`src/rtl/trap_pkg.sv`:
```
// Shared constants and types for the machine-mode trap controller.
// Latency: n/a (declarations only).
// Backpressure: n/a.
package trap_pkg;

    // Controller state: idle, presenting a trap redirect, presenting an MRET redirect.
    typedef enum logic [1:0] {
        ST_IDLE = 2'd0,
        ST_TAKE = 2'd1,
        ST_RET  = 2'd2
    } trap_state_e;

    // Exception cause codes (mcause with interrupt bit clear).
    localparam logic [4:0] CAUSE_ILLEGAL    = 5'd2;
    localparam logic [4:0] CAUSE_BREAKPOINT = 5'd3;
    localparam logic [4:0] CAUSE_ECALL_M    = 5'd11;

    // Fixed-priority interrupt indices ahead of the platform lines (16 and up).
    localparam int IRQ_IDX_MEI      = 11;
    localparam int IRQ_IDX_MSI      = 3;
    localparam int IRQ_IDX_MTI      = 7;
    localparam int IRQ_IDX_PLAT_LO  = 16;

    // CSR addresses owned by this block.
    localparam logic [11:0] CSR_MSTATUS = 12'h300;
    localparam logic [11:0] CSR_MEPC    = 12'h341;
    localparam logic [11:0] CSR_MCAUSE  = 12'h342;
    localparam logic [11:0] CSR_MTVAL   = 12'h343;

    // Bit positions inside mstatus.
    localparam int MSTATUS_MIE_BIT  = 3;
    localparam int MSTATUS_MPIE_BIT = 7;

endpackage

```
`src/rtl/trap_irq_prio.sv`:
```
// Picks the highest-priority interrupt from an already-masked pending vector.
// Latency: purely combinational, zero cycles.
// Backpressure: none; the caller decides whether the result is consumed.
// Ports: irq_i (masked pending lines) -> irq_vld_o (any eligible line), irq_code_o (winning index).
// Priority: 11 > 3 > 7 > 16..NUM_IRQ-1 with the lowest platform index first; all other lines are ignored.
module trap_irq_prio
    import trap_pkg::*;
#(
    parameter int NUM_IRQ = 16
) (
    input  logic [NUM_IRQ-1:0] irq_i,
    output logic               irq_vld_o,
    output logic [4:0]         irq_code_o
);

    // Lines 0-2, 4-6, 8-10 and 12-15 have no architectural meaning here.
    logic unused_irq_lines;
    assign unused_irq_lines = ^irq_i;

    always_comb begin
        irq_vld_o  = 1'b0;
        irq_code_o = 5'd0;
        // Walk the platform lines from the top down so the lowest index is written last and wins.
        for (int i = NUM_IRQ - 1; i >= IRQ_IDX_PLAT_LO; i--) begin
            if (irq_i[i]) begin
                irq_vld_o  = 1'b1;
                irq_code_o = 5'(i);
            end
        end
        // Standard lines override in ascending priority order: 7, then 3, then 11.
        if (irq_i[IRQ_IDX_MTI]) begin
            irq_vld_o  = 1'b1;
            irq_code_o = 5'(IRQ_IDX_MTI);
        end
        if (irq_i[IRQ_IDX_MSI]) begin
            irq_vld_o  = 1'b1;
            irq_code_o = 5'(IRQ_IDX_MSI);
        end
        if (irq_i[IRQ_IDX_MEI]) begin
            irq_vld_o  = 1'b1;
            irq_code_o = 5'(IRQ_IDX_MEI);
        end
    end

endmodule

```
`src/rtl/trap_ctrl.sv`:
```
// Machine-mode trap controller: accepts exceptions, interrupts and MRET, owns mstatus.MIE/MPIE, mepc, mcause, mtval.
// Latency: redirect_valid rises exactly one cycle after a request is accepted.
// Backpressure: redirect is held with a stable PC until redirect_ready; all requests and CSR writes are ignored meanwhile.
// Ports: exc_* exception report; mret_valid; cur_pc_valid/cur_pc interrupt boundary; irq_pending/csr_mie/csr_mtvec;
//        csr_we/csr_addr/csr_wdata software writes; redirect_valid/ready/pc fetch handshake; trap_busy and CSR readback.
// Option: define TRAP_VECTORED_EN to send interrupts to base + 4*code when csr_mtvec[1:0] == 2'b01.
module trap_ctrl
    import trap_pkg::*;
#(
    parameter int XLEN    = 32,
    parameter int NUM_IRQ = 16
) (
    input  logic               clk,
    input  logic               rst,
    input  logic               exc_valid,
    input  logic               exc_ecall,
    input  logic               exc_ebreak,
    input  logic               exc_illegal,
    input  logic [XLEN-1:0]    exc_pc,
    input  logic [XLEN-1:0]    exc_tval,
    input  logic               mret_valid,
    input  logic               cur_pc_valid,
    input  logic [XLEN-1:0]    cur_pc,
    input  logic [NUM_IRQ-1:0] irq_pending,
    input  logic [NUM_IRQ-1:0] csr_mie,
    input  logic [XLEN-1:0]    csr_mtvec,
    input  logic               csr_we,
    input  logic [11:0]        csr_addr,
    input  logic [XLEN-1:0]    csr_wdata,
    output logic               redirect_valid,
    input  logic               redirect_ready,
    output logic [XLEN-1:0]    redirect_pc,
    output logic               trap_busy,
    output logic               mstatus_mie,
    output logic               mstatus_mpie,
    output logic [XLEN-1:0]    mepc,
    output logic [XLEN-1:0]    mcause,
    output logic [XLEN-1:0]    mtval
);

    trap_state_e     state_q, state_d;
    logic            mie_q, mpie_q;
    logic [XLEN-1:0] mepc_q, mcause_q, mtval_q, redirect_pc_q;

    logic            take_exc, take_irq, take_mret;
    logic            irq_vld;
    logic [4:0]      irq_code;
    logic [4:0]      exc_code;
    logic [XLEN-1:0] exc_tval_sel;
    logic [XLEN-1:0] trap_base;
    logic [XLEN-1:0] irq_target;

    trap_irq_prio #(
        .NUM_IRQ (NUM_IRQ)
    ) u_irq_prio (
        .irq_i      (irq_pending & csr_mie),
        .irq_vld_o  (irq_vld),
        .irq_code_o (irq_code)
    );

    // Exception classification; a report with no type flag is treated as illegal.
    always_comb begin
        exc_code     = CAUSE_ILLEGAL;
        exc_tval_sel = exc_tval;
        if (exc_ebreak) begin
            exc_code     = CAUSE_BREAKPOINT;
            exc_tval_sel = exc_pc;
        end else if (exc_illegal || !exc_ecall) begin
            exc_code     = CAUSE_ILLEGAL;
            exc_tval_sel = exc_tval;
        end else begin
            exc_code     = CAUSE_ECALL_M;
            exc_tval_sel = '0;
        end
    end

    assign trap_base = {csr_mtvec[XLEN-1:2], 2'b00};

`ifdef TRAP_VECTORED_EN
    assign irq_target = (csr_mtvec[1:0] == 2'b01) ? trap_base + XLEN'({irq_code, 2'b00}) : trap_base;
`else
    // Mode bits are ignored: every trap goes to the base address.
    logic unused_mtvec_mode;
    assign unused_mtvec_mode = ^csr_mtvec[1:0];
    assign irq_target        = trap_base;
`endif

    // Next-state and acceptance decode. Requests are only looked at in IDLE.
    always_comb begin
        state_d   = state_q;
        take_exc  = 1'b0;
        take_irq  = 1'b0;
        take_mret = 1'b0;
        case (state_q)
            ST_IDLE: begin
                if (exc_valid) begin
                    take_exc = 1'b1;
                    state_d  = ST_TAKE;
                end else if (mret_valid) begin
                    take_mret = 1'b1;
                    state_d   = ST_RET;
                end else if (mie_q && cur_pc_valid && irq_vld) begin
                    take_irq = 1'b1;
                    state_d  = ST_TAKE;
                end
            end
            ST_TAKE, ST_RET: begin
                if (redirect_ready) begin
                    state_d = ST_IDLE;
                end
            end
            default: state_d = ST_IDLE;
        endcase
    end

    always_ff @(posedge clk) begin
        if (rst) begin
            state_q       <= ST_IDLE;
            mie_q         <= 1'b0;
            mpie_q        <= 1'b0;
            mepc_q        <= '0;
            mcause_q      <= '0;
            mtval_q       <= '0;
            redirect_pc_q <= '0;
        end else begin
            state_q <= state_d;
            // Redirect PC is captured at acceptance so it cannot move while the handshake is pending.
            if (take_exc) begin
                mepc_q        <= {exc_pc[XLEN-1:2], 2'b00};
                mcause_q      <= XLEN'(exc_code);
                mtval_q       <= exc_tval_sel;
                mpie_q        <= mie_q;
                mie_q         <= 1'b0;
                redirect_pc_q <= trap_base;
            end else if (take_irq) begin
                mepc_q        <= {cur_pc[XLEN-1:2], 2'b00};
                mcause_q      <= {1'b1, (XLEN-1)'(irq_code)};
                mtval_q       <= '0;
                mpie_q        <= mie_q;
                mie_q         <= 1'b0;
                redirect_pc_q <= irq_target;
            end else if (take_mret) begin
                mie_q         <= mpie_q;
                mpie_q        <= 1'b1;
                redirect_pc_q <= mepc_q;
            end else if (csr_we && (state_q == ST_IDLE)) begin
                // Software writes lose to any acceptance in the same cycle (branches above).
                case (csr_addr)
                    CSR_MSTATUS: begin
                        mie_q  <= csr_wdata[MSTATUS_MIE_BIT];
                        mpie_q <= csr_wdata[MSTATUS_MPIE_BIT];
                    end
                    CSR_MEPC:   mepc_q   <= {csr_wdata[XLEN-1:2], 2'b00};
                    CSR_MCAUSE: mcause_q <= csr_wdata;
                    CSR_MTVAL:  mtval_q  <= csr_wdata;
                    default: ;
                endcase
            end
        end
    end

    assign redirect_valid = (state_q != ST_IDLE);
    assign trap_busy      = (state_q != ST_IDLE);
    assign redirect_pc    = redirect_pc_q;
    assign mstatus_mie    = mie_q;
    assign mstatus_mpie   = mpie_q;
    assign mepc           = mepc_q;
    assign mcause         = mcause_q;
    assign mtval          = mtval_q;

endmodule

```
`config.mk`:
```
export PLATFORM = sky130hd
export DESIGN_NAME = trap_ctrl
export DESIGN_NICKNAME = d
export VERILOG_FILES = /design/src/rtl/trap_pkg.sv /design/src/rtl/trap_irq_prio.sv /design/src/rtl/trap_ctrl.sv
export SDC_FILE = /design/constraint.sdc
export NUM_CORES = 1
export LEC_CHECK = 0
export ABC_AREA = 1
export BUFFER_PORTS_ARGS = -buffer_cell sky130_fd_sc_hd__buf_4
export CELL_PAD_IN_SITES_DETAIL_PLACEMENT = 1
export CELL_PAD_IN_SITES_GLOBAL_PLACEMENT = 1
export CORE_MARGIN = 2
export CORE_UTILIZATION = 30
export DETAILED_ROUTE_END_ITERATION = 12
export HOLD_SLACK_MARGIN = 0.02
export PLACE_DENSITY = 0.81
export SYNTH_ARGS = -nofsm -noshare
export SYNTH_HDL_FRONTEND = slang
export SYNTH_SLANG_ARGS = --single-unit
```
`constraint.sdc`:
```
create_clock -name clk -period 2.5 [get_ports clk]
set_clock_uncertainty 0.05 [all_clocks]
set_input_delay 0.375 -clock clk [delete_from_list [all_inputs] [get_ports clk]]
set_output_delay 0.375 -clock clk [all_outputs]
set_load 0.01 [all_outputs]
```
After elaboration in Yosys (flattened, before gate mapping)
Cells that the tools add are included.

Add/subtract/negate cells: 0. Multiply operators: 0. Div/mod/pow operators: 0. Order comparisons: 0. Eq/ne operators: 10. Shifts and indexed selects: 0. Muxes and demuxes: 50. Bitwise logic cells: 2. Reductions and logical operators: 29.

Operators by type and width (count): two-way mux 32 bit (19); equality test 12 x 10 -> 1 bit (second input constant) (4); two-way mux 1 bit (20); AND reduction 3 bit (5); nonzero test 3 bit (5); AND 12 bit (1); two-way mux 4 bit (3); nonzero test 2 bit (5); two-way mux 2 bit (4); nonzero test 4 bit (2); two-way mux 3 bit (2); AND reduction 2 bit (3); two-way mux 5 bit (1); != test 2 bit (second input constant) (2); != test 4 bit (second input constant) (1); case mux 2 bit (2 select lines) (1); OR reduction 2 bit (2); logical AND 1 bit (3); != test 3 bit (second input constant) (1); OR reduction 3 bit (1); equality test 2 x 1 -> 1 bit (second input constant) (1); equality test 2 bit (second input constant) (1); logical NOT 2 bit (1); logical NOT 1 bit (1); other kinds (2) (2).

Register bits: 128. Bits in latches: 0. RAM bits: 0. ROM bits: 0. Input bits: 214. Output and inout bits: 132. Word-level logic and storage cells: 100. Memories kept: 0.

Logic depth before layout (Yosys ltp)
Gate-level depths: netlist of run 1.

Depth after elaboration: 11. Gate-level depth with buffers: 12. Gate-level depth less buffers: 12.

Modules after synthesis
From an unflattened synthesis of run 1, not the netlist that was laid out.

Cell total of the unflattened synthesis: 1074. Area total of the unflattened synthesis: 6730.2 um^2.

By module, submodules not included: trap_ctrl (instances 1, cells an instance 1064, area each 6675.2 um^2, seq. area each 2562.5 um^2); trap_irq_prio (instances 1, cells an instance 10, area each 55.1 um^2, seq. area each 0.0 um^2).

Least setup slack after synthesis of run 1
OpenSTA, ideal clock, no wires.

Path kind: flip-flop to flip-flop. From: register state_q[1]. To: register mepc_q[10] (netlist: mepc[10]). Setup time: 0.112 ns. Data arrival time: 1.633 ns. Data required time: 2.338 ns. Setup slack: 0.705 ns. Stages on the path, launching flop included: 13. Path buffers: 2. Clock period less this slack: 1.795 ns. Cell sequence: dfxtp_1 inv_1 ha_1 nand2_1 nor2_4 nand3_4 nand2_2 inv_2 buf_2 and2_4 buf_2 nor2_1 nor2_1.

Cells in the longest elaborated chain, start to end: 4. Elaborated cells between the ends (all ways): 11. Classes of those cells: eq/ne (1); mux (5); reduce/logical (5).

RTL lines: start: declaration (RTL line trap_ctrl.sv:41) `trap_state_e state_q, state_d;`; start signal: assignment (RTL line trap_ctrl.sv:126) `state_q <= state_d;`; logical NOT 2 bit (*) (RTL line trap_ctrl.sv:94, trap_ctrl.sv:146); two-way mux 1 bit / logical AND 1 bit (equally long branches) (RTL line trap_ctrl.sv:94, trap_ctrl.sv:146); != test 3 bit (no line) (tied with other cells); AND reduction 3 bit (no line) / two-way mux 32 bit (equally long branches); end signal: assignment (RTL line trap_ctrl.sv:129) `mepc_q <= {exc_pc[XLEN-1:2], 2'b00};`; end signal: assignment (RTL line trap_ctrl.sv:136) `mepc_q <= {cur_pc[XLEN-1:2], 2'b00};`; end signal: assignment (RTL line trap_ctrl.sv:153) `CSR_MEPC: mepc_q <= {csr_wdata[XLEN-1:2], 2'b00};`; end: declaration (RTL line trap_ctrl.sv:43) `logic [XLEN-1:0] mepc_q, mcause_q, mtval_q, redirect_pc_q;`.

Every way passes the cells marked *; elsewhere a longest branch is shown, timed or not. A chain may end at the register's enable or synchronous reset.

Worst setup path after layout of run 1
From: register state_q[0]. To: register mtval_q[27] (netlist: mtval[27]).

Cells in the longest elaborated chain, start to end: 4. Elaborated cells between the ends (all ways): 11. Classes of those cells: eq/ne (1); mux (5); reduce/logical (5).

RTL lines: logical NOT 2 bit (*) (RTL line trap_ctrl.sv:94, trap_ctrl.sv:146); two-way mux 1 bit / logical AND 1 bit (equally long branches) (RTL line trap_ctrl.sv:94, trap_ctrl.sv:146); != test 3 bit (no line) (tied with other cells); AND reduction 3 bit (no line) / two-way mux 32 bit (equally long branches); end signal: assignment (RTL line trap_ctrl.sv:131) `mtval_q <= exc_tval_sel;`; end signal: assignment (RTL line trap_ctrl.sv:155) `CSR_MTVAL: mtval_q <= csr_wdata;`; end: declaration (RTL line trap_ctrl.sv:43).

Marks and branches as above.

==> impl_metrics.env, run 1 <==
export IMPL_outcome="complete, no violations"
export IMPL_place_hpwl_um=22000
export IMPL_finalCritPeriodShare_pct=89.2
export IMPL_p_comb_share_pct=36.8
export IMPL_relSlewSlack_pct=36.1
export IMPL_switchingPower_w=0.00303
export IMPL_criticalPathCategory="register to register"
export IMPL_cpMaxStageDelayCell="dfxtp_1"
export IMPL_drv_slew=0
export IMPL_fin_cells=1553
export IMPL_synth_area_sq_mm=0.00641
export IMPL_cp_start_kind="register"
export IMPL_grt_overflow_total=0
export IMPL_final_cell_area_sq_mm=0.00960
export IMPL_grt_pass1_vias=8054
export IMPL_htreeDepth=4
export IMPL_layout_nets=1480
export IMPL_rsz0062_at_grt="false"
export IMPL_worst_ep_required_time_ps=2800
export IMPL_wirelength_um=30300
export IMPL_io_pins=346
export IMPL_cts_buffers_inserted=17
export IMPL_fmax_ghz=0.448
export IMPL_synth_top_area_share_pct=40.0
export IMPL_cts_clk_slew_worst_paths_ps=60
export IMPL_ant_nets=0
export IMPL_drt_iter0_markers=387
export IMPL_cts_tree="done"
export IMPL_p_total_w=0.00813
export IMPL_final_cell_mix="buf_4, nor2_1, nand2_1"
export IMPL_grt_total_usage_pct=26.3
export IMPL_hold_violations=0
export IMPL_postSynthCellCount=984
export IMPL_rr_startpoint="state_q[0]$_SDFFE_PP0P_"
export IMPL_path_buf_inv=3
export IMPL_dr_total_vias=7888
export IMPL_cts_sinks=128
export IMPL_hold_start="csr_mtvec[7]"
export IMPL_p_int_w=0.00510
export IMPL_drt_first_pass_iters=7
export IMPL_dp_cells=1520
export IMPL_post_cts_buffers=0
export IMPL_cp_cell_sequence="inv_1 -> ha_1 -> nand2_1 -> nor2_4 -> nand3_4 -> nand2_2 -> inv_2 -> nand2_1 -> buf_6 -> o21ai_0 -> nor2_1"
export IMPL_fillers=2723
export IMPL_hold_class="input port to register"
export IMPL_power_density_mw_per_mm2=847
export IMPL_core_sq_mm=0.0210
export IMPL_start_util_pct=30.5
export IMPL_ir_worst_vdd_mv=0.437
export IMPL_worst_path_most_repeated_cell="nand2_1"
export IMPL_p_leak_nw=4.67
export IMPL_netSwitchingFraction_pct=37.2
export IMPL_critPathMaxStageDelay_ps=310
export IMPL_die_x_um=150
export IMPL_remaining_drc_errors=0
export IMPL_reg2regPathDepth=11
export IMPL_yosysSeqAreaShare_pct=40.0
export IMPL_antenna_found_initial=0
export IMPL_clkPwrFrac_pct=31.0
export IMPL_setup_viol=0
export IMPL_arrival_ps=2530
export IMPL_worstSetupStartpoint="state_q[0]$_SDFFE_PP0P_"
export IMPL_placed_area_sq_mm=0.00899
export IMPL_viasPerCell=5.08
export IMPL_path_delay_family="simple AND/OR/NAND/NOR gates"
export IMPL_p_seq_share_pct=32.3
export IMPL_clock_latency_ps=420
export IMPL_critical_path_depth=11
export IMPL_min_period_ps=2230
export IMPL_synth_largest_area_cell="dfxtp_1"
export IMPL_synthDistinctLibCells=27
export IMPL_drive_above_1_share_pct=29.3
export IMPL_syn2layout_area_growth_pct=49.6
export IMPL_synth_seq_cells=128
export IMPL_die_y_um=150
export IMPL_grt_pass1_wl_um=45100
export IMPL_cts_buffer_depth=2
export IMPL_num_rows=53
export IMPL_n_antenna_cell=0
export IMPL_tightest_slew_ps=956
export IMPL_worst_hold_path_num_cells=3
export IMPL_root_buffer="clkbuf_16"
export IMPL_max_cap_violations=0
export IMPL_ff2ff_setup_slack_ps=270
export IMPL_synth_avg_cell_area_sq_um=6.52
export IMPL_die_area_sq_mm=0.0226
export IMPL_ys_warn_count=0
export IMPL_wire_per_inst_um=19.5
export IMPL_ys_top_cells_by_area="dfxtp_1, nor2_1, nand3_1"
export IMPL_portBuffers=311
export IMPL_place_gp_congestion=0.880
export IMPL_final_common_cell="buf_4"
export IMPL_cp_max_fo=32
export IMPL_cts_hold_fix_buffers=0
export IMPL_grt_max_degree=81
export IMPL_cp_end_kind="register"
-- worst register-to-register path: stages, from the launching register on --
cell     delay (ps)
dfxtp_1         310
inv_1            50
ha_1            270
nand2_1         130
nor2_4          170
nand3_4         230
nand2_2         140
inv_2           120
nand2_1         140
buf_6           280
o21ai_0         160
nor2_1          130
-- stage by stage --
stage               TNS, ps  utilization [%]  hold slack, ps  worst slack [ps]
detailed placement    -45.5             42.8             410             -45.5
CTS                       0             45.6             115               103
floorplan                 0                -             383               705
finish                    0             45.7             126               270
global placement          0             42.8             397               120
global route              0             45.7             121              30.3
-- per-layer routing --
metal / up-vias / global-route usage, % / share of wire (%)
met5: - / 0 / 0
met4: 0 / 8.87 / 2.5
met3: 40 / 7.30 / 7.9
met2: 297 / 47.8 / 50
met1: 3787 / 29.5 / 39
li1: 3764 / - / -
-- cells in the mapped netlist --
| cell | number |
|---|---|
| nand3b_1 | 28 |
| nand3_4 | 1 |
| clkbuf_1 | 39 |
| o21bai_1 | 1 |
| o21ai_0 | 91 |
| ha_1 | 1 |
| nor2_4 | 1 |
| clkinv_1 | 1 |
| inv_1 | 55 |
| nand3_1 | 141 |
| conb_1 | 1 |
| o21ai_1 | 1 |
| a21oi_1 | 24 |
| nand4_1 | 5 |
| nand3_2 | 1 |
| buf_4 | 5 |
| nand2_1 | 154 |
| nor2_1 | 242 |
| a22oi_1 | 27 |
| inv_2 | 3 |
| buf_1 | 8 |
| and2_4 | 1 |
| nor3_1 | 2 |
| nor2_2 | 1 |
| dfxtp_1 | 128 |
| nand2_2 | 1 |
| buf_2 | 21 |
-- final cells by class --
class,instances,area [sq um],share of cell area (%)
flip-flops and latches,128,2560,26.7
clock inverters,14,155,1.62
well taps,275,344,3.58
multi-input cells,728,3350,34.9
inverters,59,221,2.31
repair buffers,331,2540,26.5
clock buffers,18,429,4.47
-- state kept, by name (all words and copies together), names as in the netlist --
signal        flops
mcause           32
mepc             30
mstatus_mie       1
mstatus_mpie      1
mtval            32
redirect_pc      30
state_q           2
-- path summary, 6_finish.rpt --
check / end
max reg2reg: mtval[27]$_SDFFE_PP0P_
min reg2reg: redirect_pc[30]$_SDFFE_PP0P_
min: redirect_pc[7]$_SDFFE_PP0P_
max: mtval[27]$_SDFFE_PP0P_
-- cells by family (layout without fill, tap and decap cells) --
logic type                 after synthesis  in the layout  share of synthesized area, %
AOI/OAI and AO/OA                      144            144                          12.3
and+or+nand+nor                        578            579                          39.0
adders and majority gates                1              1                         0.195
DFF                                    128            128                          40.0
other                                    1              4                        0.0585
buffers and inverters                  132            422                          8.43
-- power by group through the flow --
stage / Clock (W) / Combinational [W] / Sequential, W
floorplan: 0 / 0.00142 / 0.00277
global placement: 0 / 0.00293 / 0.00265
detailed placement: 0 / 0.00299 / 0.00266
CTS: 0.00256 / 0.00301 / 0.00262
global route: 0.00266 / 0.00330 / 0.00266
finish: 0.00252 / 0.00299 / 0.00262
-- repair_timing --
action,in CTS,in global routing
setup endpoints to repair,2,32
resized for setup,1,1
cloned,0,1
Power figures use the tool's default switching activity.
==> inputs of run 2 (changes only) <==
Settings changed: PLACE_DENSITY 0.81 to default, PLACE_DENSITY_LB_ADDON from default to 0.1.
==> run 2 against run 1 <==
Compared with the run above: non-clock buffer count grew 2; setup slack gained 19 ps; sequential share of layout area grew 0.13 points; hold slack lost 8.0 ps; sequential power is essentially flat; critical path depth grew 1; flip-flop and latch count is the same; highest routed layer is now met5.
==> impl_metrics.env, run 2 (synthesis gave the netlist of run 1 again) <==
export IMPL_final_common_cell="buf_4"
export IMPL_cts_tree="done"
export IMPL_grt_max_degree=53
export IMPL_num_rows=53
export IMPL_cp_max_fo=32
export IMPL_power_density_mw_per_mm2=830
export IMPL_p_leak_nw=4.65
export IMPL_die_x_um=150
export IMPL_cp_start_kind="register"
export IMPL_n_antenna_cell=0
export IMPL_placed_area_sq_mm=0.00898
export IMPL_die_area_sq_mm=0.0226
export IMPL_ant_nets=0
export IMPL_cp_end_kind="register"
export IMPL_place_gp_congestion=0.872
export IMPL_fin_cells=1554
export IMPL_cts_buffer_depth=2
export IMPL_rsz0062_at_grt="false"
export IMPL_htreeDepth=4
export IMPL_arrival_ps=2520
export IMPL_drt_first_pass_iters=5
export IMPL_fillers=2746
export IMPL_grt_total_usage_pct=25.1
export IMPL_cts_sinks=128
export IMPL_start_util_pct=30.5
export IMPL_final_cell_mix="buf_4, nor2_1, nand2_1"
export IMPL_grt_overflow_total=0
export IMPL_cts_hold_fix_buffers=0
export IMPL_hold_class="input port to register"
export IMPL_layout_nets=1481
export IMPL_max_cap_violations=0
export IMPL_cts_buffers_inserted=17
export IMPL_grt_pass1_wl_um=43300
export IMPL_setup_viol=0
export IMPL_io_pins=346
export IMPL_relSlewSlack_pct=35.9
export IMPL_viasPerCell=4.95
export IMPL_ctsResizeCount=0
export IMPL_wirelength_um=28600
export IMPL_hold_ws_ps=118
export IMPL_tightest_slew_ps=959
export IMPL_place_hpwl_um=21300
export IMPL_grt_pass1_vias=7738
export IMPL_criticalPathCategory="register to register"
export IMPL_fin_tns_setup_ps=0
export IMPL_register_area_sq_mm=0.00256
export IMPL_cts_clk_slew_worst_paths_ps=60
export IMPL_drive_above_1_share_pct=29.5
export IMPL_fmax_ghz=0.452
export IMPL_drv_slew=0
export IMPL_clock_latency_ps=420
export IMPL_antenna_found_initial=1
export IMPL_final_cell_area_sq_mm=0.00955
export IMPL_min_period_ps=2210
export IMPL_dr_total_vias=7691
export IMPL_portBuffers=311
export IMPL_wire_per_inst_um=18.4
export IMPL_multiInputGateArea_sq_mm=0.00334
export IMPL_core_sq_mm=0.0210
export IMPL_worst_ep_required_time_ps=2800
export IMPL_post_cts_buffers=0
export IMPL_outcome="complete, no violations"
export IMPL_syn2layout_area_growth_pct=48.9
export IMPL_die_y_um=150
export IMPL_remaining_drc_errors=0
export IMPL_root_buffer="clkbuf_16"
export IMPL_hold_violations=0
export IMPL_final_util_pct=45.4
export IMPL_finalCritPeriodShare_pct=88.4
export IMPL_dp_cells=1522
export IMPL_drt_iter0_markers=259
export IMPL_ir_worst_vdd_mv=0.427
run 2: cell types whose count changed in the layout (fill, tap and decap cells not counted), sizes merged:
| cell | previous run | this run |
|---|---|---|
| nand3 | 144 | 143 |
| clkinv | 5 | 3 |
| buf | 331 | 333 |
| bufinv | 2 | 0 |
| inv | 64 | 68 |
run 2: worst paths after layout:
check | to | slack, ps | start | cells past startpoint
min | redirect_pc[5]$_SDFFE_PP0P_ | 120 | csr_mtvec[5] | 3
max reg2reg | mtval[21]$_SDFFE_PP0P_ | 290 | state_q[0]$_SDFFE_PP0P_ | 12
min reg2reg | state_q[1]$_SDFFE_PP0P_ | 410 | state_q[1]$_SDFFE_PP0P_ | 2
max | mtval[21]$_SDFFE_PP0P_ | 290 | state_q[0]$_SDFFE_PP0P_ | 12
run 2: layer usage:
metal / up-vias / part of all wire (%) / GRT usage (%) / wire (um)
li1: 3763 / - / - / -
met4: 2 / 2.3 / 8.07 / 663
met3: 33 / 7.1 / 6.76 / 2040
met5: - / 0.035 / 0 / 10
met2: 242 / 50 / 44.9 / 14300
met1: 3651 / 41 / 29.0 / 11600
run 2: per-stage QoR:
| stage | setup WS (ps) | total power (W) |
|---|---|---|
| after floorplan | 705 | 0.00419 |
| after global placement | 162 | 0.00555 |
| after detailed placement | 89.7 | 0.00559 |
| after CTS | 76.2 | 0.00803 |
| after global routing | 62.1 | 0.00845 |
| final | 289 | 0.00793 |
run 2: power breakdown:
part / internal [W] / switching, W / leakage, nW
logic: 0.00120 / 0.00172 / 3.33
registers: 0.00240 / 0.000215 / 1.05
clock network: 0.00133 / 0.00107 / 0.271
run 2: layout make-up:
| type | instances | share of cell area [%] |
|---|---|---|
| Sequential cell | 128 | 26.8 |
| Clock buffer | 18 | 4.60 |
| Timing Repair Buffer | 333 | 26.5 |
| Multi-Input combinational cell | 727 | 34.9 |
| Inverter | 59 | 2.32 |
| Clock inverter | 14 | 1.24 |
| Tap cell | 275 | 3.60 |
run 2: worst max-delay path: stages, from the launching register on:
cell and delay [ps]:
dfxtp_1 320, inv_1 40, ha_1 280, nand2_1 150, nor2_4 50, nand3_4 70, nand2_2 60, inv_2 190
nand2_1 280, inv_1 140, buf_6 290, nor2_1 90, nor2_1 120
==> inputs of run 3 (changes only) <==
Settings changed: SYNTH_HIERARCHICAL from default to 1.
==> run 3 against run 2 <==
Compared with the run above: sequential power is essentially flat; final area grew 2.2%; sequential share of layout area shrank 0.58 points; global-route usage shrank 1.0 points.
==> impl_metrics.env, run 3 <==
export IMPL_outcome="complete, no violations"
export IMPL_cts_buffer_depth=2
export IMPL_setup_ws_ps=217
export IMPL_die_area_sq_mm=0.0233
export IMPL_clock_latency_ps=410
export IMPL_htreeDepth=4
export IMPL_ff2ff_setup_slack_ps=220
export IMPL_final_common_cell="buf_4"
export IMPL_viasPerCell=4.72
export IMPL_setup_viol=0
export IMPL_grt_overflow_total=0
export IMPL_power_density_mw_per_mm2=845
export IMPL_cts_buffers_inserted=17
export IMPL_worstHoldEndpoint="redirect_pc[16]$_SDFFE_PP0P_"
export IMPL_hold_class="input port to register"
export IMPL_die_x_um=153
export IMPL_drt_first_pass_iters=4
export IMPL_grt_pass1_vias=7676
export IMPL_rsz0062_at_grt="false"
export IMPL_ctsResizeCount=0
export IMPL_grt_total_usage_pct=24.0
export IMPL_critPathMaxStageDelay_ps=320
export IMPL_fin_cells=1621
export IMPL_postSynthCellCount=1048
export IMPL_syn2layout_area_growth_pct=47.2
export IMPL_p_leak_nw=4.85
export IMPL_p_total_w=0.00825
export IMPL_max_cap_violations=0
export IMPL_hold_start="csr_mtvec[16]"
export IMPL_wire_per_inst_um=17.7
export IMPL_arrival_ps=2540
export IMPL_cp_end_kind="register"
export IMPL_dr_total_vias=7657
export IMPL_start_util_pct=30.5
export IMPL_cts_hold_fix_buffers=0
export IMPL_post_cts_buffers=0
export IMPL_drv_slew=0
export IMPL_synth_avg_cell_area_sq_um=6.33
export IMPL_rr_startpoint="state_q[0]$_SDFFE_PP0P_"
export IMPL_layout_nets=1544
export IMPL_ant_nets=0
export IMPL_drive_above_1_share_pct=28.5
export IMPL_die_y_um=153
export IMPL_num_rows=54
export IMPL_dp_slack_ps=56.3
export IMPL_relSlewSlack_pct=63.8
export IMPL_drt_iter0_markers=387
export IMPL_path_delay_family="simple AND/OR/NAND/NOR gates"
export IMPL_cpMaxStageDelayCell="ha_1"
export IMPL_reg2regPathDepth=11
export IMPL_ir_worst_vdd_mv=0.373
export IMPL_finalCritPeriodShare_pct=91.3
export IMPL_criticalPathCategory="register to register"
export IMPL_portBuffers=311
export IMPL_cp_cell_sequence="inv_1 -> ha_1 -> nand2_4 -> inv_2 -> nor2_4 -> inv_2 -> o21ai_4 -> buf_12 -> nand2_1 -> nand2_1 -> nor2_1"
export IMPL_grt_max_degree=65
export IMPL_grt_pass1_wl_um=44100
export IMPL_synth_area_sq_mm=0.00663
export IMPL_place_gp_congestion=0.865
export IMPL_n_antenna_cell=0
export IMPL_hold_ws_ps=127
export IMPL_worst_ep_required_time_ps=2760
export IMPL_cp_max_fo=64
export IMPL_place_hpwl_um=21600
export IMPL_root_buffer="clkbuf_16"
export IMPL_cts_clk_slew_worst_paths_ps=60
export IMPL_antenna_found_initial=0
export IMPL_remaining_drc_errors=0
export IMPL_ys_warn_count=6
export IMPL_path_buf_inv=4
export IMPL_dp_cells=1590
export IMPL_final_cell_mix="buf_4, nand2_1, nor2_1"
export IMPL_io_pins=346
export IMPL_fmax_ghz=0.438
export IMPL_hold_violations=0
export IMPL_cts_sinks=128
export IMPL_tightest_slew_ps=543
export IMPL_fin_tns_setup_ps=0
export IMPL_min_period_ps=2280
export IMPL_worst_hold_path_num_cells=2
export IMPL_wirelength_um=28700
export IMPL_core_sq_mm=0.0218
export IMPL_cp_start_kind="register"
export IMPL_cts_tree="done"
export IMPL_worstReg2RegEnd="mtval[2]$_SDFFE_PP0P_"
-- run 3: cell types whose count changed in the layout (fill, tap and decap cells not counted), sizes merged, moves of 14 or more --
cell    change
nor2       -46
nand3      -46
o21ai      -15
inv        +16
a21oi      +33
o211ai     +14
nand2     +134
nand3b     -18
a22oi      -19
-- run 3: area by class of cell --
type	instances	area (sq um)
Clock buffer	19	453
Clock inverter	12	110
Fill cell	2857	12000
Inverter	84	315
Multi-Input combinational cell	765	3380
Sequential cell	128	2560
Tap cell	280	350
Timing Repair Buffer	333	2590
-- run 3: how the worst max path moves through the flow --
stage / to / slack, ps / from / depth (start not counted)
after detailed placement: mtval[2]$_SDFFE_PP0P_ / 60 / irq_pending[3] / 14
after global routing: mtval[24]$_SDFFE_PP0P_ / 40 / state_q[0]$_SDFFE_PP0P_ / 11
after CTS: mtval[2]$_SDFFE_PP0P_ / 190 / state_q[0]$_SDFFE_PP0P_ / 11
final: mtval[2]$_SDFFE_PP0P_ / 220 / state_q[0]$_SDFFE_PP0P_ / 11
after global placement: mtval[28]$_SDFFE_PP0P_ / 100 / irq_pending[3] / 14
after floorplan: mcause[2]$_SDFFE_PP0P_ / 780 / state_q[0]$_SDFFE_PP0P_ / 10
-- run 3: power breakdown --
group          total [W]  leakage, nW  switching [W]  internal (W)
clock            0.00240        0.268       0.000987       0.00142
combinational    0.00320         3.53        0.00189       0.00132
sequential       0.00264         1.05       0.000219       0.00242
-- run 3: per-stage QoR --
| step | area [sq um] | util, % |
|---|---|---|
| final | 9760 | 44.9 |
| after global routing | 9760 | 44.9 |
| after CTS | 9760 | 44.9 |
| after detailed placement | 9200 | 42.3 |
| after global placement | 9200 | 42.3 |
| after floorplan | 6640 | - |
-- run 3: layer usage --
layer	up-vias	track usage (%)	routed length, um
met5	-	0	0
met4	0	6.92	510
met3	29	4.10	1340
met2	199	38.6	13200
met1	3554	33.2	13600
li1	3875	-	-
